File: config.mk
export PLATFORM = sky130hd
export DESIGN_NAME = tone_gen
export DESIGN_NICKNAME = d
export VERILOG_FILES = /design/src/rtl/tone_pkg.sv /design/src/rtl/tone_div.sv /design/src/rtl/tone_gen.sv
export SDC_FILE = /design/constraint.sdc
export NUM_CORES = 1
export LEC_CHECK = 0
export ABC_AREA = 1
export CORE_MARGIN = 2
export CORE_UTILIZATION = 60
export DETAILED_ROUTE_END_ITERATION = 7
export GPL_ROUTABILITY_DRIVEN = 0
export PLACE_DENSITY_LB_ADDON = 0.2
export SETUP_SLACK_MARGIN = 0.2
export SLEW_MARGIN = 10
export SYNTH_ARGS = -nofsm -noshare
export SYNTH_HDL_FRONTEND = slang
export SYNTH_HIERARCHICAL = 1
export SYNTH_SLANG_ARGS = --single-unit
File: constraint.sdc
create_clock -name clk_i -period 4.1 [get_ports clk_i]
set_input_delay 1.025 -clock clk_i [delete_from_list [all_inputs] [get_ports clk_i]]
set_output_delay 1.025 -clock clk_i [all_outputs]
set_load 0.05 [all_outputs]
File: src/rtl/tone_pkg.sv
// tone_pkg: shared constants and state type for the tone generator.
//   CLK_HZ         system clock frequency
//   HALF_DIVIDEND  clock cycles per second divided by two (one half-period per Hz)
//   FREQ_W         width of the Hz request
//   HW             half-period / quotient width; 2^HW must exceed HALF_DIVIDEND
//   MIN_HZ/MAX_HZ  playable range; requests outside it are silence
package tone_pkg;

    localparam int unsigned CLK_HZ        = 50_000_000;
    localparam int unsigned HALF_DIVIDEND = CLK_HZ / 2;
    localparam int unsigned FREQ_W        = 16;
    localparam int unsigned HW            = 25;
    localparam int unsigned MIN_HZ        = 20;
    localparam int unsigned MAX_HZ        = 20000;

    typedef enum logic [0:0] {
        StIdle,
        StRun
    } tone_state_e;

endpackage

File: src/rtl/tone_div.sv
// tone_div: serial restoring divider, constant dividend / variable divisor.
// Produces one quotient bit per cycle, MSB first; busy_o is high for exactly Q_W cycles.
// Ports:
//   clk_i      clock
//   rst_i      synchronous active-high reset
//   kill_i     synchronous abort of a running divide
//   start_i    begin a divide using divisor_i (ignored while busy)
//   divisor_i  divisor, must be nonzero
//   quot_o     quotient, valid while done_o is high
//   done_o     high during the last busy cycle
//   busy_o     divide in progress
module tone_div #(
    parameter int unsigned DIV_W    = tone_pkg::FREQ_W,
    parameter int unsigned Q_W      = tone_pkg::HW,
    parameter int unsigned DIVIDEND = tone_pkg::HALF_DIVIDEND
) (
    input  logic             clk_i,
    input  logic             rst_i,
    input  logic             kill_i,
    input  logic             start_i,
    input  logic [DIV_W-1:0] divisor_i,
    output logic [Q_W-1:0]   quot_o,
    output logic             done_o,
    output logic             busy_o
);

    localparam int unsigned    IW       = $clog2(Q_W);
    localparam logic [Q_W-1:0] DVD      = Q_W'(DIVIDEND);
    localparam logic [IW-1:0]  LAST_IDX = IW'(Q_W - 1);

    logic             busy_q, busy_d;
    logic [IW-1:0]    idx_q, idx_d;
    logic [DIV_W-1:0] rem_q, rem_d;
    logic [DIV_W-1:0] divisor_q, divisor_d;
    logic [Q_W-1:0]   quot_q, quot_d;

    logic [DIV_W:0]   trial;
    logic [DIV_W:0]   diff;
    logic             fits;
    logic [Q_W-1:0]   quot_step;

    always_comb begin
        // Bring down the next dividend bit; the remainder stays below the divisor,
        // so one extra bit is enough for the trial value.
        trial     = {rem_q, DVD[idx_q]};
        fits      = trial >= {1'b0, divisor_q};
        diff      = trial - {1'b0, divisor_q};
        quot_step = {quot_q[Q_W-2:0], fits};

        busy_d    = busy_q;
        idx_d     = idx_q;
        rem_d     = rem_q;
        divisor_d = divisor_q;
        quot_d    = quot_q;

        if (kill_i) begin
            busy_d = 1'b0;
        end else if (start_i && !busy_q) begin
            busy_d    = 1'b1;
            idx_d     = LAST_IDX;
            rem_d     = '0;
            quot_d    = '0;
            divisor_d = divisor_i;
        end else if (busy_q) begin
            rem_d  = fits ? diff[DIV_W-1:0] : trial[DIV_W-1:0];
            quot_d = quot_step;
            idx_d  = idx_q - IW'(1);
            if (idx_q == '0) begin
                busy_d = 1'b0;
            end
        end
    end

    always_ff @(posedge clk_i) begin
        if (rst_i) begin
            busy_q    <= 1'b0;
            idx_q     <= '0;
            rem_q     <= '0;
            divisor_q <= '0;
            quot_q    <= '0;
        end else begin
            busy_q    <= busy_d;
            idx_q     <= idx_d;
            rem_q     <= rem_d;
            divisor_q <= divisor_d;
            quot_q    <= quot_d;
        end
    end

    assign quot_o = quot_step;
    assign done_o = busy_q && (idx_q == '0);
    assign busy_o = busy_q;

endmodule

File: src/rtl/tone_gen.sv
// tone_gen: 50%-duty square-wave tone generator for the buzzer.
// The Hz request is converted to a half-period count by tone_div; a new count is
// applied only at a half-period boundary so the output never glitches.
// Ports:
//   clk_i     system clock
//   rst_i     synchronous active-high reset
//   freq_i    requested tone in Hz, 0 = off
//   en_i      master enable, 0 = off
//   wave_o    square wave to the speaker
//   active_o  wave is running
//   busy_o    divider is computing
module tone_gen #(
    parameter int unsigned CLK_HZ = tone_pkg::CLK_HZ,
    parameter int unsigned FREQ_W = tone_pkg::FREQ_W,
    parameter int unsigned MIN_HZ = tone_pkg::MIN_HZ,
    parameter int unsigned MAX_HZ = tone_pkg::MAX_HZ,
    parameter int unsigned HW     = tone_pkg::HW
) (
    input  logic              clk_i,
    input  logic              rst_i,
    input  logic [FREQ_W-1:0] freq_i,
    input  logic              en_i,
    output logic              wave_o,
    output logic              active_o,
    output logic              busy_o
);

    import tone_pkg::*;

    localparam logic [FREQ_W-1:0] MIN_F = FREQ_W'(MIN_HZ);
    localparam logic [FREQ_W-1:0] MAX_F = FREQ_W'(MAX_HZ);

    tone_state_e       state_q, state_d;
    logic [FREQ_W-1:0] freq_lat_q, freq_lat_d;
    logic [HW-1:0]     half_q, half_d;
    logic [HW-1:0]     pend_q, pend_d;
    logic              pend_valid_q, pend_valid_d;
    logic [HW-1:0]     cnt_q, cnt_d;
    logic              wave_q, wave_d;

    logic [FREQ_W-1:0] req;
    logic              silence;
    logic              start;
    logic              div_done;
    logic              div_busy;
    logic [HW-1:0]     div_quot;

    assign req     = (en_i && freq_i >= MIN_F && freq_i <= MAX_F) ? freq_i : '0;
    assign silence = (req == '0);
    assign start   = !silence && (req != freq_lat_q) && !div_busy;

    tone_div #(
        .DIV_W    (FREQ_W),
        .Q_W      (HW),
        .DIVIDEND (CLK_HZ / 2)
    ) u_div (
        .clk_i     (clk_i),
        .rst_i     (rst_i),
        .kill_i    (silence),
        .start_i   (start),
        .divisor_i (req),
        .quot_o    (div_quot),
        .done_o    (div_done),
        .busy_o    (div_busy)
    );

    always_comb begin
        state_d      = state_q;
        freq_lat_d   = freq_lat_q;
        half_d       = half_q;
        pend_d       = pend_q;
        pend_valid_d = pend_valid_q;
        cnt_d        = cnt_q;
        wave_d       = wave_q;

        if (silence) begin
            state_d      = StIdle;
            wave_d       = 1'b0;
            freq_lat_d   = '0;
            pend_valid_d = 1'b0;
            cnt_d        = '0;
        end else begin
            // A new divide makes any waiting result stale; drop it so an
            // out-of-date half-period is never played.
            if (start) begin
                freq_lat_d   = req;
                pend_valid_d = 1'b0;
            end
            if (div_done) begin
                pend_d       = div_quot;
                pend_valid_d = 1'b1;
            end
            case (state_q)
                StIdle: begin
                    if (pend_valid_q && !start) begin
                        half_d       = pend_q;
                        pend_valid_d = 1'b0;
                        cnt_d        = '0;
                        wave_d       = 1'b1;
                        state_d      = StRun;
                    end
                end
                StRun: begin
                    if (cnt_q == half_q - HW'(1)) begin
                        wave_d = ~wave_q;
                        cnt_d  = '0;
                        if (pend_valid_q && !start) begin
                            half_d       = pend_q;
                            pend_valid_d = 1'b0;
                        end
                    end else begin
                        cnt_d = cnt_q + HW'(1);
                    end
                end
                default: state_d = StIdle;
            endcase
        end
    end

    always_ff @(posedge clk_i) begin
        if (rst_i) begin
            state_q      <= StIdle;
            freq_lat_q   <= '0;
            half_q       <= '0;
            pend_q       <= '0;
            pend_valid_q <= 1'b0;
            cnt_q        <= '0;
            wave_q       <= 1'b0;
        end else begin
            state_q      <= state_d;
            freq_lat_q   <= freq_lat_d;
            half_q       <= half_d;
            pend_q       <= pend_d;
            pend_valid_q <= pend_valid_d;
            cnt_q        <= cnt_d;
            wave_q       <= wave_d;
        end
    end

    assign wave_o   = wave_q;
    assign active_o = (state_q == StRun);
    assign busy_o   = div_busy;

endmodule

==> out/results.tsv <==
metric	value	unit
status	completed	
final_nets	1507	
intPower	2.56	mW
syn_area_per_cell	6.43	um2
cp-end-kind	flop	
start_util	61.7	%
grt_pass1_wl	36400	um
dr_total_vias	8903	
detail-route-antenna-nets	0	
hold_viol	0	
setup_viol	0	
synth_warnings	6	
drt-vias-per-instance	5.26	
combPwrFrac	10.1	%
syn_area	9420	um2
cts_sinks	157	
multi_input_area	5160	um2
p_leak	4.72	nW
row_count	45	
rsz0062_at_grt	no	
port_buffers	21	
drc_errors	0	
core-area	15300	um2
synth.lib_cells_used.distinct	42	
power_switching	0.881	mW
ys_ff_latch	157	
grt_pass1_vias	8099	
seqPwrFrac	44.6	%
crit_type	input pin to flop	
drv_slew	0	
clock_path_buffers	2	
die_height	129	um
grt_max_degree	51	
fin_skew	0.00859	ns
min_period	3.57	ns
grt-ovfl-total	0	
synth_nets	1504	
ir_drop	0.000290	V
chipWidth	129	um
clkTransAtPathRegs	0.06	ns
fill_cells	1380	
routed_wirelength	21700	um
clkPwrFrac	45.3	%
setup_tns	0	ns
crit_arrival	3.93	ns
fin_area	10400	um2
placed_cell_area	9810	um2
grt_use_total	26.8	%
max_freq	0.280	GHz
fin_crit_sh	87.0	%
cts_resized	0	
htreeDepth	4	
syn_inst	1464	
hpwl	15200	um
max_slew_margin	60.2	%
cts_buffers	17	
dieArea	16700	um2
seq_area_frac_synth	33.4	%
cts_tree	built	
drt_iter0_drc	608	
p_per_area	331	nW/um2
yosysTopAreaCellShare	33.4	%
synth_top_cell_by_area	dfxtp_1	
drive_above_1_share	8.31	%
cts_hold_buf	0	
drv_cap	0	
antenna_found_initial	0	
start_kind	input pin	
path_max_fanout	32	
synth_area_leaders	dfxtp_1, nand2_1, inv_1	
cts-root-buf	clkbuf_16	
hold_path_class	flop to flop	
wire_per_inst	12.8	um
worst_pin_slew	0.595	ns
antenna_cells	0	
num_io_pins	22	
swShare	25.6	%
synthToLayoutAreaGrowth	10.4	%
postCtsSetupBuffers	0	
crit_required	4.47	ns
first_pass_iters	5	
clock_latency	0.42	ns
seq_area	3140	um2
-- kinds of logic after synthesis --
logic type,synth area share (%)
AND/OR/NAND/NOR,35.6
XOR/XNOR,3.53
adder cells (fa/ha/maj),2.87
AO/OA/AOI/OAI,12.7
buffers and inverters,11.9
other,0.0398
flip-flops,33.4
-- registers in the layout, summed over array words and instances, names as in the netlist, 5 cells and up --
| register | flops |
|---|---|
| u_div/quot_q | 24 |
| u_div/divisor_q | 16 |
| u_div/idx_q | 5 |
| half_q | 25 |
| pend_q | 25 |
| cnt_q | 25 |
| u_div/rem_q | 16 |
| freq_lat_q | 16 |
-- metal layers --
| layer | vias up | GRT usage, % | part of all wire [%] | routed length (um) |
|---|---|---|---|---|
| met5 | - | 0 | 0 | 0 |
| met3 | 47 | 4.38 | 3.5 | 759 |
| met4 | 0 | 12.1 | 3.2 | 689 |
| met2 | 189 | 47.4 | 50 | 10800 |
| met1 | 4007 | 31.9 | 44 | 9470 |
| li1 | 4660 | - | - | - |
-- metrics by stage --
step | setup slack [ns] | total power, mW | std cells | hold WS [ns] | utilization [%]
2_1_floorplan | 0.546 | 1.83 | 1464 | 0.418 | -
3_3_place_gp | 0.150 | 1.91 | 1659 | 0.431 | 64.3
3_5_place_dp | 0.0864 | 1.91 | 1659 | 0.434 | 64.3
4_1_cts | 0.526 | 3.48 | 1691 | 0.445 | 68.1
5_1_grt | 0.195 | 3.58 | 1691 | 0.466 | 68.1
6_report | 0.534 | 3.44 | 1691 | 0.442 | 68.1
-- critical path, cell delays in order --
cell and delay (ns):
clkdlybuf4s50_1 0.45, nor2_1 0.22, nand3_1 0.10, nor2_1 0.11, nand2_1 0.07, nand2_2 0.08
buf_12 0.18, nand3_1 0.12, nand2_1 0.08, nand2_1 0.05, nor2_1 0.09, nand2_1 0.07
nor2_1 0.09, nand2_1 0.09, nand2_4 0.06, inv_1 0.05, o21ai_2 0.16, buf_4 0.16
nor2_1 0.05, nand2_1 0.07, nand2_1 0.06, nor2_2 0.14, o21ai_1 0.09, nand2_1 0.08
nand2_1 0.04, nand2_1 0.05, nand2_1 0.04, nand2_1 0.04
-- final timing paths --
path | depth (start not counted) | from | end | slack, ns
worst max register to register | 17 | half_q[0]$_SDFFE_PP0P_ | half_q[15]$_SDFFE_PP0P_ | 1.14
worst min register to register | 2 | pend_q[22]$_SDFFE_PP0P_ | pend_q[22]$_SDFFE_PP0P_ | 0.44
worst max-delay path | 28 | freq_i[6] | u_div/trial[0]$_DFF_P_ | 0.53
worst min-delay path | 2 | pend_q[22]$_SDFFE_PP0P_ | pend_q[22]$_SDFFE_PP0P_ | 0.44
-- Yosys cell counts --
library cell and instances:
xnor2_1 16, nor2_4 1, o31ai_1 2, nand2_2 14, a21oi_2 11, o21ai_0 62
nor3b_1 1, dfxtp_1 157, nand3b_1 22, conb_1 1, o211ai_1 1, and2_1 3
or2_2 4, ha_1 20, xor2_1 22, inv_1 208, a21oi_1 138, nand2_4 4
nor2_2 11, nand3_2 12, and3_1 1, inv_2 8, nor3_2 1, buf_4 5
nand3_4 1, nand2_1 365, nor3_1 8, o21ai_1 10, clkbuf_1 29, clkinv_1 2
o21ai_2 1, nor4_1 4, or2_0 3, buf_1 4, buf_6 6, nand3_1 107
buf_2 14, nor2_8 1, nor2_1 147, o21bai_1 2, nand4_1 34, fa_1 1
-- placed cells by master (no fill, tap or decap), types with 14 or more instances in the layout --
cell | Yosys | layout
clkbuf_16 | 0 | 17
inv_1 | 208 | 208
o21ai_0 | 62 | 62
buf_4 | 5 | 16
nand4_1 | 34 | 34
nand3_1 | 107 | 107
dfxtp_1 | 157 | 157
clkdlybuf4s50_1 | 0 | 19
nor2_1 | 147 | 146
a21oi_1 | 138 | 138
xnor2_1 | 16 | 16
nand3b_1 | 22 | 22
nand2_2 | 14 | 14
xor2_1 | 22 | 22
ha_1 | 20 | 20
nand2_1 | 365 | 365
-- power by group through the flow --
stage,logic (mW),clock network [mW],registers (mW)
2_1_floorplan,0.261,0,1.57
3_3_place_gp,0.336,0,1.57
3_5_place_dp,0.342,0,1.57
4_1_cts,0.345,1.59,1.54
5_1_grt,0.387,1.66,1.54
6_report,0.348,1.56,1.54
-- area by class of cell --
type | instances | area share, %
Sequential cell | 157 | 30.2
Inverter | 218 | 7.87
Timing Repair Buffer | 42 | 4.12
Multi-Input combinational cell | 1031 | 49.6
Tap cell | 211 | 2.54
Clock inverter | 13 | 1.34
Clock buffer | 19 | 4.26
Power figures use the tool's default switching activity.
